**src/rtl/mem_port_arbiter_if.sv**
```systemverilog
// Bus bundle between the two requesters (IF, MEM stage), the arbiter and the SRAM.
// slave  : arbiter side
// master : requester / SRAM side
interface mem_port_arbiter_if #(
    parameter int unsigned ADDR_W = 32
);
    logic              if_req;
    logic [ADDR_W-1:0] if_addr;
    logic [31:0]       if_rdata;
    logic              if_ready;
    logic              mem_r_en;
    logic              mem_w_en;
    logic [ADDR_W-1:0] mem_addr;
    logic [31:0]       mem_wdata;
    logic [31:0]       mem_rdata;
    logic              mem_ready;
    logic              freeze;
    logic [ADDR_W-1:0] sram_addr;
    logic [31:0]       sram_wdata;
    logic              sram_we;
    logic              sram_oe;
    logic [31:0]       sram_rdata;

    modport slave (
        input  if_req, if_addr, mem_r_en, mem_w_en, mem_addr, mem_wdata, sram_rdata,
        output if_rdata, if_ready, mem_rdata, mem_ready, freeze,
               sram_addr, sram_wdata, sram_we, sram_oe
    );

    modport master (
        output if_req, if_addr, mem_r_en, mem_w_en, mem_addr, mem_wdata, sram_rdata,
        input  if_rdata, if_ready, mem_rdata, mem_ready, freeze,
               sram_addr, sram_wdata, sram_we, sram_oe
    );
endinterface

```
**src/rtl/mem_port_arbiter.sv**
```systemverilog
// Single-port fixed-latency SRAM sequencer shared by instruction fetch and the
// MEM stage. Serialises accesses with alternating priority on conflict and
// produces the pipeline freeze while a MEM load/store is outstanding.
// Optional: define ARB_PERF_EN to add the stall_cnt output (freeze-cycle counter).
module mem_port_arbiter #(
    parameter int unsigned WAIT_CYCLES = 2,
    parameter int unsigned ADDR_W      = 32
) (
    input  logic                clk,
    input  logic                rst,
    mem_port_arbiter_if.slave   bus
`ifdef ARB_PERF_EN
    ,
    output logic [31:0]         stall_cnt
`endif
);

    typedef enum logic [1:0] {IDLE, BUSY, RESP} state_t;
    typedef enum logic {GNT_IF, GNT_MEM} grant_t;

    state_t            state;
    grant_t            last_grant;
    logic [3:0]        cnt;
    logic [ADDR_W-1:0] sram_addr_q;
    logic [31:0]       sram_wdata_q;
    logic              sram_we_q;
    logic              sram_oe_q;
    logic [31:0]       if_rdata_q;
    logic [31:0]       mem_rdata_q;
    logic              if_ready_q;
    logic              mem_ready_q;
    logic              mem_req;
    logic              pick_mem;

    assign mem_req  = bus.mem_r_en | bus.mem_w_en;
    // MEM wins when alone, or on conflict when IF was served last
    assign pick_mem = mem_req & (~bus.if_req | (last_grant == GNT_IF));

    assign bus.sram_addr  = sram_addr_q;
    assign bus.sram_wdata = sram_wdata_q;
    assign bus.sram_we    = sram_we_q;
    assign bus.sram_oe    = sram_oe_q;
    assign bus.if_rdata   = if_rdata_q;
    assign bus.if_ready   = if_ready_q;
    assign bus.mem_rdata  = mem_rdata_q;
    assign bus.mem_ready  = mem_ready_q;
    assign bus.freeze     = mem_req & ~mem_ready_q;

    // Access sequencer: grant in IDLE, hold SRAM controls through BUSY, pulse ready in RESP.
    // The SRAM output registers double as the latched address/wdata/we of the grant.
    always_ff @(posedge clk or posedge rst) begin
        if (rst) begin
            state        <= IDLE;
            last_grant   <= GNT_IF;
            cnt          <= '0;
            sram_addr_q  <= '0;
            sram_wdata_q <= '0;
            sram_we_q    <= 1'b0;
            sram_oe_q    <= 1'b0;
            if_rdata_q   <= '0;
            mem_rdata_q  <= '0;
            if_ready_q   <= 1'b0;
            mem_ready_q  <= 1'b0;
        end else begin
            if_ready_q  <= 1'b0;
            mem_ready_q <= 1'b0;
            case (state)
                IDLE: begin
                    if (mem_req || bus.if_req) begin
                        if (pick_mem) begin
                            sram_addr_q  <= bus.mem_addr;
                            sram_wdata_q <= bus.mem_wdata;
                            sram_we_q    <= bus.mem_w_en;
                            sram_oe_q    <= ~bus.mem_w_en;
                            last_grant   <= GNT_MEM;
                        end else begin
                            sram_addr_q  <= bus.if_addr;
                            sram_wdata_q <= '0;
                            sram_we_q    <= 1'b0;
                            sram_oe_q    <= 1'b1;
                            last_grant   <= GNT_IF;
                        end
                        cnt   <= 4'(WAIT_CYCLES - 1);
                        state <= BUSY;
                    end
                end
                BUSY: begin
                    if (cnt == '0) begin
                        if (!sram_we_q) begin
                            if (last_grant == GNT_MEM) begin
                                mem_rdata_q <= bus.sram_rdata;
                            end else begin
                                if_rdata_q <= bus.sram_rdata;
                            end
                        end
                        if (last_grant == GNT_MEM) begin
                            mem_ready_q <= 1'b1;
                        end else begin
                            if_ready_q <= 1'b1;
                        end
                        sram_addr_q  <= '0;
                        sram_wdata_q <= '0;
                        sram_we_q    <= 1'b0;
                        sram_oe_q    <= 1'b0;
                        state        <= RESP;
                    end else begin
                        cnt <= cnt - 4'd1;
                    end
                end
                RESP: begin
                    state <= IDLE;
                end
                default: begin
                    state <= IDLE;
                end
            endcase
        end
    end

`ifdef ARB_PERF_EN
    // Saturating count of cycles the pipeline spends frozen
    always_ff @(posedge clk or posedge rst) begin
        if (rst) begin
            stall_cnt <= '0;
        end else if (bus.freeze && (stall_cnt != '1)) begin
            stall_cnt <= stall_cnt + 32'd1;
        end
    end
`endif

endmodule
```
**src/flat_wrapper.sv**
```systemverilog
// flat-port wrapper written by rule: the top's interface ports become plain ports
module mem_port_arbiter_flat 
#(
    parameter int unsigned WAIT_CYCLES = 2,
    parameter int unsigned ADDR_W      = 32
)
  (clk, rst, bus_if_req, bus_if_addr, bus_mem_r_en, bus_mem_w_en, bus_mem_addr, bus_mem_wdata, bus_sram_rdata, bus_if_rdata, bus_if_ready, bus_mem_rdata, bus_mem_ready, bus_freeze, bus_sram_addr, bus_sram_wdata, bus_sram_we, bus_sram_oe);
  mem_port_arbiter_if #(.ADDR_W(ADDR_W)) bus_i ();
  input  logic clk;
  input  logic rst;
  input wire logic [$bits(bus_i.if_req)-1:0] bus_if_req;
  input wire logic [$bits(bus_i.if_addr)-1:0] bus_if_addr;
  input wire logic [$bits(bus_i.mem_r_en)-1:0] bus_mem_r_en;
  input wire logic [$bits(bus_i.mem_w_en)-1:0] bus_mem_w_en;
  input wire logic [$bits(bus_i.mem_addr)-1:0] bus_mem_addr;
  input wire logic [$bits(bus_i.mem_wdata)-1:0] bus_mem_wdata;
  input wire logic [$bits(bus_i.sram_rdata)-1:0] bus_sram_rdata;
  output wire logic [$bits(bus_i.if_rdata)-1:0] bus_if_rdata;
  output wire logic [$bits(bus_i.if_ready)-1:0] bus_if_ready;
  output wire logic [$bits(bus_i.mem_rdata)-1:0] bus_mem_rdata;
  output wire logic [$bits(bus_i.mem_ready)-1:0] bus_mem_ready;
  output wire logic [$bits(bus_i.freeze)-1:0] bus_freeze;
  output wire logic [$bits(bus_i.sram_addr)-1:0] bus_sram_addr;
  output wire logic [$bits(bus_i.sram_wdata)-1:0] bus_sram_wdata;
  output wire logic [$bits(bus_i.sram_we)-1:0] bus_sram_we;
  output wire logic [$bits(bus_i.sram_oe)-1:0] bus_sram_oe;
  assign bus_i.if_req = bus_if_req;
  assign bus_i.if_addr = bus_if_addr;
  assign bus_i.mem_r_en = bus_mem_r_en;
  assign bus_i.mem_w_en = bus_mem_w_en;
  assign bus_i.mem_addr = bus_mem_addr;
  assign bus_i.mem_wdata = bus_mem_wdata;
  assign bus_i.sram_rdata = bus_sram_rdata;
  assign bus_if_rdata = bus_i.if_rdata;
  assign bus_if_ready = bus_i.if_ready;
  assign bus_mem_rdata = bus_i.mem_rdata;
  assign bus_mem_ready = bus_i.mem_ready;
  assign bus_freeze = bus_i.freeze;
  assign bus_sram_addr = bus_i.sram_addr;
  assign bus_sram_wdata = bus_i.sram_wdata;
  assign bus_sram_we = bus_i.sram_we;
  assign bus_sram_oe = bus_i.sram_oe;
  mem_port_arbiter #(.WAIT_CYCLES(WAIT_CYCLES), .ADDR_W(ADDR_W)) u_core (.clk(clk), .rst(rst), .bus(bus_i));
endmodule
```
**config.mk**
```make
export PLATFORM = sky130hd
export DESIGN_NAME = mem_port_arbiter_flat
export DESIGN_NICKNAME = d
export VERILOG_FILES = /design/src/rtl/mem_port_arbiter_if.sv /design/src/rtl/mem_port_arbiter.sv /design/src/flat_wrapper.sv
export SDC_FILE = /design/constraint.sdc
export NUM_CORES = 1
export LEC_CHECK = 0
export BUFFER_PORTS_ARGS = -buffer_cell sky130_fd_sc_hd__buf_2
export CAP_MARGIN = 20
export CELL_PAD_IN_SITES_DETAIL_PLACEMENT = 0
export CELL_PAD_IN_SITES_GLOBAL_PLACEMENT = 1
export CORE_ASPECT_RATIO = 1.25
export CORE_MARGIN = 5
export CORE_UTILIZATION = 39
export DETAILED_ROUTE_END_ITERATION = 7
export PLACE_DENSITY_LB_ADDON = 0.1
export SYNTH_ARGS = -nofsm -noshare
export SYNTH_HDL_FRONTEND = slang
export SYNTH_SLANG_ARGS = --single-unit
```
**constraint.sdc**
```tcl
create_clock -name clk -period 10.3 [get_ports clk]
set_clock_uncertainty 0.1 [all_clocks]
set_input_delay 2.06 -clock clk [delete_from_list [all_inputs] [get_ports clk]]
set_output_delay 2.06 -clock clk [all_outputs]
set_load 0.02 [all_outputs]
```
==> flow_metrics.env, run 1 <==
export IMPL_avgViaCountPerCell=5.06
export IMPL_hold_slack_ns=0.379
export IMPL_tightest_slew_ns=0.763
export IMPL_fp_dieH_um=145
export IMPL_core_rowCount=49
export IMPL_syn_avg_cell_area_sq_um=15.3
export IMPL_die_x_um=118
export IMPL_r2r_cells=6
export IMPL_synth_compound_area_share_pct=12.0
export IMPL_hpwlAfterDp_um=10800
export IMPL_crit_path_end_kind="primary output"
export IMPL_antenna_found_initial=0
export IMPL_worstPathRequired_ns=8.14
export IMPL_numCtsBuffers=17
export IMPL_fin_setup_tns_ns=0
export IMPL_io_pins=266
export IMPL_maxClockFrequency_ghz=0.210
export IMPL_grt_use_total_pct=17.8
export IMPL_finalSetupViolCount=0
export IMPL_slew_viol_final=0
export IMPL_outcome="complete, no violations"
export IMPL_path_buf_inv=2
export IMPL_drc=0
export IMPL_insertion_delay_ns=0.41
export IMPL_seq_area_frac_synth_pct=61.5
export IMPL_slowest_delay_ns=0.20
export IMPL_yosys_warnings=0
export IMPL_maxSlewHeadroom_pct=48.8
export IMPL_synth_common_cells="dfrtp_1 (139), mux2_2 (35), o2bb2ai_1 (34), a32o_1 (32), mux2i_1 (32)"
export IMPL_synth_xor_area_share_pct=0
export IMPL_port_buffers=265
export IMPL_synth_most_common_cell="dfrtp_1"
export IMPL_syn_nets=503
export IMPL_regToRegSetupSlack_ns=7.31
export IMPL_cts_sinks=139
export IMPL_path_clk_slew_ns=0.05
export IMPL_grt_pass1_wl_um=24200
export IMPL_hold_viol=0
export IMPL_grt_max_degree=85
export IMPL_peakVddDrop_mv=0.190
export IMPL_min_period_ns=4.76
export IMPL_path_class="in -> out"
export IMPL_rsz0062_at_grt="no"
export IMPL_yosys_area_share_adder_pct=0.221
export IMPL_worstReg2RegEnd="u_core.bus.mem_rdata[27]$_DFFE_PP0P_"
export IMPL_dp_slack_ns=5.52
export IMPL_synth_top_area_cell="dfrtp_1"
export IMPL_yosys_area_share_simple_pct=2.34
export IMPL_synth_edff_count=0
export IMPL_synth_top_family_by_area="multiplexers"
export IMPL_initial_core_util_pct=39.4
export IMPL_crit_chain="buf_2 -> nor2_1 -> nor2_1 -> buf_2"
export IMPL_worstPathArrival_ns=2.60
export IMPL_powerDensity_mw_per_mm2=370
export IMPL_cp_max_fo=4
export IMPL_cts_setup_buffers=0
export IMPL_synth_ff_type="dfrtp_1"
export IMPL_grt_ovfl_total=0
export IMPL_cts_buffer_depth=2
export IMPL_min_path_cells=1
export IMPL_fin_ws_ns=5.54
export IMPL_antennaDiodeCount=0
export IMPL_post_cts_resized=0
export IMPL_gp_congestion=0.733
export IMPL_cts_tree="yes"
export IMPL_slowest_stage="buf_2"
export IMPL_min_to="u_core.bus.sram_addr[15]$_DFFE_PP0P_"
export IMPL_path_delay_family="buffers and inverters"
export IMPL_nets=765
export IMPL_die_area_sq_mm=0.0170
export IMPL_power_leakage_nw=4.01
export IMPL_holdBufCountCts=0
export IMPL_r2r_start="u_core.cnt[0]$_DFFE_PP0P_"
export IMPL_drive_gt1_share_pct=57.8
export IMPL_routedWlPerCell_um=18.4
export IMPL_netlist_area_sq_mm=0.00566
export IMPL_critPathLaunchType="input pin"
export IMPL_grt_pass1_vias=4565
export IMPL_ant_nets=0
export IMPL_num_vias=4162
export IMPL_coreArea_sq_mm=0.0143
export IMPL_drt_iter0_drc=150
export IMPL_ys_ff_latch=139
export IMPL_hold_start="u_core.bus.sram_addr[15]$_DFFE_PP0P_"
export IMPL_layout_worst_path_cycle_share_pct=46.2
export IMPL_synth_top_cell_area_share_pct=61.5
export IMPL_cap_violations=0
export IMPL_clock_root_buffer="clkbuf_16"
export IMPL_first_pass_iters=4
export IMPL_syn_to_final_growth_pct=36.9
export IMPL_htreeDepth=4
export IMPL_synthMuxAreaShare_pct=20.6
export IMPL_ys_async_sr_fraction_pct=100
export IMPL_yosysUniqueCellTypes=32
export IMPL_synthCells=369
export IMPL_synth_area_top_cells="dfrtp_1 (61%), mux2_4 (8.0%), mux2_2 (7.0%), a32o_1 (5.7%), mux2i_1 (5.7%)"
export IMPL_wirelength_um=15100
export IMPL_hold_path_class="reg -> reg"
-- where the power goes --
part           switching (mW)  leakage, nW  internal, mW
Combinational           0.770         2.01         0.535
Clock                   0.223        0.290         0.385
Sequential              0.136         1.71         0.819
Total                    1.13         4.01          1.74
-- per-stage QoR --
stage / power (mW) / cell area [sq um] / instances / util, %
after floorplan: 1.84 / 5660 / 369 / -
after global placement: 2.24 / 7100 / 788 / 49.5
after detailed placement: 2.29 / 7130 / 789 / 49.7
after CTS: 2.91 / 7720 / 821 / 53.8
after global routing: 3.04 / 7750 / 822 / 54.0
final: 2.87 / 7750 / 822 / 54.0
-- area by class of cell --
type / instances / area [sq um]
fillers: 1263 / 6600
repair buffers: 272 / 1420
inverters: 5 / 23.8
flip-flops and latches: 139 / 3480
clock buffers: 20 / 447
multi-input cells: 196 / 2010
clock inverters: 12 / 148
well taps: 178 / 223
-- sequential cells by signal, indices dropped and copies added (netlist names) --
| name | count |
|---|---|
| u_core.bus.if_rdata | 32 |
| u_core.bus.if_ready | 1 |
| u_core.bus.mem_rdata | 32 |
| u_core.bus.mem_ready | 1 |
| u_core.bus.sram_addr | 32 |
| u_core.bus.sram_oe | 1 |
| u_core.bus.sram_wdata | 32 |
| u_core.bus.sram_we | 1 |
| u_core.cnt | 4 |
| u_core.last_grant | 1 |
| u_core.state | 2 |
-- cell families after synthesis --
logic type,Yosys count
flip-flops,139
multiplexers,97
AO/OA/AOI/OAI,75
buffers and inverters,34
AND/OR/NAND/NOR,23
adder cells (fa/ha/maj),1
-- worst max-delay path by stage --
stage	from	endpoint	slack, ns	cells after the start
after CTS	bus_mem_w_en	bus_freeze	5.52	4
after floorplan	rst	u_core.bus.if_rdata[0]$_DFFE_PP0P_	4.42	1
after global routing	bus_mem_w_en	bus_freeze	5.51	4
after detailed placement	bus_mem_w_en	bus_freeze	5.52	4
after global placement	bus_mem_w_en	bus_freeze	5.52	4
final	bus_mem_w_en	bus_freeze	5.54	4
-- metal layers --
layer  track usage, %  wire, um  vias to the layer above
met5                0         0                        -
met4             6.46       230                        0
met3             7.12      1400                       16
met2             30.1      7830                      173
met1             20.7      5640                     2055
li1                 -         -                     1918
-- placed cells by master (no fill, tap or decap), types with 3 or more instances in the layout --
| cell | instances |
|---|---|
| buf_4 | 5 |
| clkbuf_16 | 17 |
| nor2_1 | 5 |
| nor3_1 | 3 |
| a21oi_1 | 3 |
| mux2i_1 | 32 |
| mux2_4 | 30 |
| clkinv_2 | 5 |
| dfrtp_1 | 139 |
| o2bb2ai_1 | 34 |
| inv_1 | 4 |
| nand2_1 | 4 |
| a32o_1 | 32 |
| mux2_2 | 35 |
| bufinv_16 | 3 |
| buf_2 | 265 |
(Power assumes the default switching activity.)
==> inputs of run 2 (changes only) <==
ABC_AREA = 1   (was default)
CORE_UTILIZATION = 33   (was 39)
clock period = 4.7 ns   (was 10.3 ns; I/O delays follow)
==> run 2 against run 1 <==
Against the previous run:
- first-iteration DRC count grew 84%
- clock-buffer cell count is 3 lower
- sequential power grew 110%
- non-clock buffer count up 3
- critical path type is now in -> reg
- die area grew 21%
- sequential cell count stayed put
- worst setup slack got worse by 3.4 ns
- power is 110% higher
==> flow_metrics.env, run 2 <==
export IMPL_io_pins=266
export IMPL_grt_pass1_vias=5675
export IMPL_coreArea_sq_mm=0.0175
export IMPL_min_to="u_core.bus.sram_wdata[0]$_DFFE_PP0P_"
export IMPL_routedWlPerCell_um=15.6
export IMPL_holdBufCountCts=0
export IMPL_sw_frac_of_total_pct=45.5
export IMPL_synth_top_cell_area_share_pct=59.3
export IMPL_maxSlewHeadroom_pct=36.8
export IMPL_regToRegSetupSlack_ns=2.17
export IMPL_synth_top_area_cell="dfrtp_1"
export IMPL_initial_core_util_pct=33.5
export IMPL_die_area_sq_mm=0.0206
export IMPL_drt_iter0_drc=276
export IMPL_hold_path_class="reg -> reg"
export IMPL_seq_power_share_pct=33.4
export IMPL_cts_sinks=139
export IMPL_synthMuxAreaShare_pct=0
export IMPL_maxClockFrequency_ghz=0.388
export IMPL_syn_avg_cell_area_sq_um=8.26
export IMPL_p_int_mw=3.27
export IMPL_yosys_area_share_adder_pct=0.213
export IMPL_layout_worst_path_cycle_share_pct=54.8
export IMPL_grt_max_degree=76
export IMPL_syn_to_final_growth_pct=35.9
export IMPL_clockPowerShare_pct=21.6
export IMPL_synth_compound_area_share_pct=1.56
export IMPL_fp_dieH_um=159
export IMPL_fin_setup_tns_ns=0
export IMPL_seq_area_frac_synth_pct=59.3
export IMPL_post_cts_resized=0
export IMPL_cts_tree="yes"
export IMPL_finalPower_mw=6.00
export IMPL_synth_common_cells="nand2_1 (393), dfrtp_1 (139), nand3_1 (82), buf_2 (27), inv_1 (19)"
export IMPL_synth_ff_type="dfrtp_1"
export IMPL_wirelength_um=18800
export IMPL_first_pass_iters=5
export IMPL_outcome="complete, no violations"
export IMPL_powerDensity_mw_per_mm2=752
export IMPL_crit_path_end_kind="register"
export IMPL_switching_power_mw=2.73
export IMPL_antenna_found_initial=0
export IMPL_place_inst=1172
export IMPL_drc=0
export IMPL_ys_async_sr_fraction_pct=100
export IMPL_port_buffers=265
export IMPL_numCtsBuffers=17
export IMPL_stdcell_count=1205
export IMPL_slew_viol_final=0
export IMPL_ant_nets=0
export IMPL_cts_buffer_depth=2
export IMPL_min_period_ns=2.58
export IMPL_critPathLaunchType="input pin"
export IMPL_fin_util_pct=45.6
export IMPL_comb_power_share_pct=45.0
export IMPL_gp_congestion=0.755
export IMPL_grt_pass1_wl_um=29900
export IMPL_hold_slack_ns=0.363
export IMPL_synth_xor_area_share_pct=0.149
export IMPL_syn_nets=844
export IMPL_insertion_delay_ns=0.41
export IMPL_path_clk_slew_ns=0.06
export IMPL_htreeDepth=4
export IMPL_finalSetupViolCount=0
export IMPL_worstReg2RegEnd="u_core.bus.sram_addr[23]$_DFFE_PP0P_"
export IMPL_grt_use_total_pct=18.4
export IMPL_ys_ff_latch=139
export IMPL_tightest_slew_ns=0.945
export IMPL_cap_violations=0
export IMPL_worstPathRequired_ns=4.89
export IMPL_yosys_area_share_simple_pct=34.4
export IMPL_synth_edff_count=0
export IMPL_path_class="in -> reg"
export IMPL_grt_ovfl_total=0
export IMPL_power_leakage_nw=4.70
export IMPL_yosysUniqueCellTypes=22
export IMPL_synth_top_family_by_area="simple AND/OR/NAND/NOR gates"
export IMPL_core_rowCount=54
export IMPL_hold_viol=0
export IMPL_synthCells=710
export IMPL_num_fill_cells=1832
export IMPL_layout_cells_most_common="nand2_1"
export IMPL_hpwlAfterDp_um=13100
export IMPL_synth_most_common_cell="nand2_1"
export IMPL_num_vias=5529
export IMPL_clock_root_buffer="clkbuf_16"
export IMPL_r2r_cells=6
export IMPL_netlist_area_sq_mm=0.00587
export IMPL_min_path_cells=2
export IMPL_cp_max_fo=34
export IMPL_die_x_um=129
export IMPL_antennaDiodeCount=0
export IMPL_synth_area_top_cells="dfrtp_1 (59%), nand2_1 (25%), nand3_1 (7.0%), buf_2 (2.3%), inv_1 (1.2%)"
export IMPL_r2r_start="u_core.last_grant$_DFFE_PP0P_"
export IMPL_yosys_warnings=0
export IMPL_avgViaCountPerCell=4.59
export IMPL_final_cell_mix="nand2_1 (393), buf_2 (265), dfrtp_1 (139), nand3_1 (82), inv_1 (18)"
export IMPL_rsz0062_at_grt="no"
export IMPL_hold_start="u_core.bus.sram_wdata[0]$_DFFE_PP0P_"
export IMPL_cts_setup_buffers=0
export IMPL_worstPathArrival_ns=2.77
export IMPL_peakVddDrop_mv=0.337
export IMPL_nets=1102
export IMPL_drive_gt1_share_pct=32.8
==> run 2: cell families after synthesis <==
family	Yosys count
DFF	139
xor gates and xnor gates	1
AOI/OAI and AO/OA	14
buffers and inverters	59
adders and majority gates	1
and+or+nand+nor	496
==> run 2: area by class of cell <==
type	count	area, sq um	share of cell area (%)
multi-input cells	512	2130	26.8
clock inverters	15	139	1.74
inverters	23	90.1	1.13
well taps	224	280	3.51
repair buffers	275	1430	17.9
flip-flops and latches	139	3480	43.6
clock buffers	17	425	5.34
==> run 2: critical path, cell delays in order <==
cell      delay (ns)
buf_2           0.11
nand2_1         0.54
nand2_2         0.46
buf_4           0.40
nand2_1         0.09
o211ai_1        0.13
nand2_1         0.07
==> run 2: stage by stage <==
step | area [sq um] | worst slack (ns)
final | 7970 | 2.12
after global routing | 7970 | 1.94
after CTS | 7950 | 2.06
after detailed placement | 7390 | 1.63
after global placement | 7390 | 1.66
after floorplan | 5870 | 1.92
==> run 2: per-layer routing <==
| metal | vias up | track usage [%] | wire length, um |
|---|---|---|---|
| li1 | 2733 | - | - |
| met5 | - | 0 | 0 |
| met3 | 14 | 6.07 | 1700 |
| met2 | 196 | 31.9 | 9260 |
| met4 | 0 | 5.16 | 250 |
| met1 | 2586 | 21.6 | 7550 |
==> run 2: worst max path at each step <==
| stage | start | endpoint | slack (ns) | depth (start not counted) |
|---|---|---|---|---|
| floorplan | rst | u_core.bus.if_rdata[0]$_DFFE_PP0P_ | 1.92 | 1 |
| global route | bus_if_req | u_core.bus.sram_addr[28]$_DFFE_PP0P_ | 1.94 | 7 |
| CTS | bus_mem_w_en | u_core.bus.sram_addr[26]$_DFFE_PP0P_ | 2.06 | 8 |
| global placement | bus_if_req | u_core.bus.sram_addr[28]$_DFFE_PP0P_ | 1.66 | 7 |
| finish | bus_if_req | u_core.bus.sram_addr[23]$_DFFE_PP0P_ | 2.12 | 7 |
| detailed placement | bus_mem_w_en | u_core.bus.sram_addr[26]$_DFFE_PP0P_ | 1.63 | 8 |
==> run 2: power by group through the flow <==
stage	combinational (mW)	clock [mW]	sequential, mW
2_1_floorplan	1.17	0	2.61
3_3_place_gp	2.72	0	2.01
3_5_place_dp	2.74	0	2.01
4_1_cts	2.74	1.33	2.01
5_1_grt	3.02	1.39	2.07
6_report	2.70	1.29	2.00
==> inputs of run 3 (changes only) <==
clock period = 2.4 ns   (was 4.7 ns; I/O delays follow)
==> run 3 against run 2 <==
Against the previous run:
- sequential share of layout area decreased by 0.59 points
- first-iteration DRC count shrank 12%
- design area is 1.4% higher
- via count fell by 0.89%
- worst setup slack got worse by 1.5 ns
- hold slack worse by 0.20 ns
- clock power increased by 100%
- critical endpoint is now u_core.bus.sram_addr[25]$_DFFE_PP0P_
==> flow_metrics.env, run 3 (same netlist as run 2, synthesis figures left out) <==
export IMPL_first_pass_iters=4
export IMPL_cts_buffer_depth=2
export IMPL_core_rowCount=54
export IMPL_drc=0
export IMPL_fin_ws_ns=0.591
export IMPL_numCtsBuffers=17
export IMPL_drt_iter0_drc=243
export IMPL_maxSlewHeadroom_pct=62.6
export IMPL_regToRegSetupSlack_ns=0.59
export IMPL_num_vias=5480
export IMPL_layout_worst_path_cycle_share_pct=75.4
export IMPL_grt_pass1_vias=5627
export IMPL_hold_start="bus_mem_wdata[12]"
export IMPL_dp_slack_ns=0.482
export IMPL_initial_core_util_pct=33.5
export IMPL_worstPathRequired_ns=2.60
export IMPL_maxClockFrequency_ghz=0.553
export IMPL_place_inst=1181
export IMPL_worstReg2RegEnd="u_core.bus.sram_addr[25]$_DFFE_PP0P_"
export IMPL_ant_nets=0
export IMPL_crit_path_end_kind="register"
export IMPL_min_path_cells=3
export IMPL_drive_gt1_share_pct=33.2
export IMPL_placed_cell_area_sq_mm=0.00748
export IMPL_fin_setup_tns_ns=0
export IMPL_power_leakage_nw=4.75
export IMPL_cts_tree="yes"
export IMPL_fp_dieH_um=159
export IMPL_grt_use_total_pct=18.3
export IMPL_io_pins=266
export IMPL_slew_viol_final=0
export IMPL_grt_pass1_wl_um=29900
export IMPL_slowest_stage="dfrtp_1"
export IMPL_finalPower_mw=11.9
export IMPL_powerDensity_mw_per_mm2=1470
export IMPL_finalSetupViolCount=0
export IMPL_gp_congestion=0.769
export IMPL_antenna_found_initial=1
export IMPL_path_clk_slew_ns=0.06
export IMPL_outcome="complete, no violations"
export IMPL_port_buffers=265
export IMPL_wirelength_um=18600
export IMPL_worstPathArrival_ns=2.00
export IMPL_cp_max_fo=64
export IMPL_nets=1111
export IMPL_die_area_sq_mm=0.0206
export IMPL_rsz0062_at_grt="no"
export IMPL_grt_max_degree=65
export IMPL_hpwlAfterDp_um=13200
export IMPL_post_cts_resized=0
export IMPL_critPathLaunchType="register"
export IMPL_slowest_delay_ns=0.40
export IMPL_layout_cells_most_common="nand2_1"
export IMPL_clock_root_buffer="clkbuf_16"
export IMPL_hold_viol=0
export IMPL_routedWlPerCell_um=15.3
export IMPL_insertion_delay_ns=0.41
export IMPL_min_to="u_core.bus.sram_wdata[12]$_DFFE_PP0P_"
export IMPL_fin_util_pct=46.2
export IMPL_peakVddDrop_mv=0.766
export IMPL_cp_common_cell="nand2_1"
export IMPL_cts_sinks=139
export IMPL_avgViaCountPerCell=4.51
export IMPL_tightest_slew_ns=0.560
export IMPL_path_class="reg -> reg"
export IMPL_cts_setup_buffers=0
export IMPL_r2r_cells=8
export IMPL_fin_area_sq_mm=0.00808
export IMPL_hold_slack_ns=0.162
export IMPL_hold_path_class="in -> reg"
export IMPL_htreeDepth=4
export IMPL_min_period_ns=1.81
export IMPL_stdcell_count=1215
export IMPL_r2r_start="u_core.cnt[0]$_DFFE_PP0P_"
export IMPL_die_x_um=129
export IMPL_crit_chain="inv_1 -> ha_1 -> nand3_2 -> nand2_4 -> inv_2 -> buf_12 -> nand2_1 -> nand2_1"
export IMPL_coreArea_sq_mm=0.0175
export IMPL_cap_violations=0
export IMPL_final_cell_mix="nand2_1 (393), buf_2 (265), dfrtp_1 (139), nand3_1 (82), inv_1 (18)"
export IMPL_syn_to_final_growth_pct=37.8
export IMPL_grt_ovfl_total=0
## run 3: worst max-delay path by stage
stage                                                       to                       from  cells past startpoint
after floorplan             u_core.bus.if_rdata[0]$_DFFE_PP0P_                        rst                      1
after global placement    u_core.bus.sram_addr[27]$_DFFE_PP0P_               bus_mem_w_en                      9
after detailed placement  u_core.bus.sram_addr[28]$_DFFE_PP0P_               bus_mem_w_en                      9
after CTS                 u_core.bus.sram_addr[30]$_DFFE_PP0P_  u_core.cnt[0]$_DFFE_PP0P_                      8
after global routing       u_core.bus.if_rdata[28]$_DFFE_PP0P_  u_core.cnt[0]$_DFFE_PP0P_                      7
final                     u_core.bus.sram_addr[25]$_DFFE_PP0P_  u_core.cnt[0]$_DFFE_PP0P_                      8
## run 3: report_power, final
group          switching [mW]  internal (mW)  total, mW
clock network            1.08           1.55       2.63
registers               0.533           3.38       3.91
logic                    3.71           1.63       5.34
## run 3: layout make-up
class	count	area, sq um
diodes	1	2.50
clock inverters	14	159
flip-flops and latches	139	3480
inverters	23	90.1
fillers	1831	9420
repair buffers	284	1510
clock buffers	18	429
well taps	224	280
multi-input cells	512	2130
## run 3: timing repair
item / 4_1_cts / 5_1_grt
endpoints found under the setup margin: 0 / 0
hold buffers: 1 / 0
hold endpoints to repair: 11 / 0
## run 3: worst max-delay path: cells and delay by family, from the launching register on
| kind | cells | cell delay, ns |
|---|---|---|
| AND/OR/NAND/NOR | 4 | 0.52 |
| flip-flops | 1 | 0.40 |
| buffers and inverters | 3 | 0.36 |
| adder cells (fa/ha/maj) | 1 | 0.27 |
## run 3: metal layers
layer	track usage, %	share of wire, %	wire length, um	vias to the layer above
met5	0	0	0	-
met4	5.06	1.3	235	0
met3	6.01	9.2	1710	19
met2	30.8	49	9050	182
met1	22.5	41	7650	2531
li1	-	-	-	2748
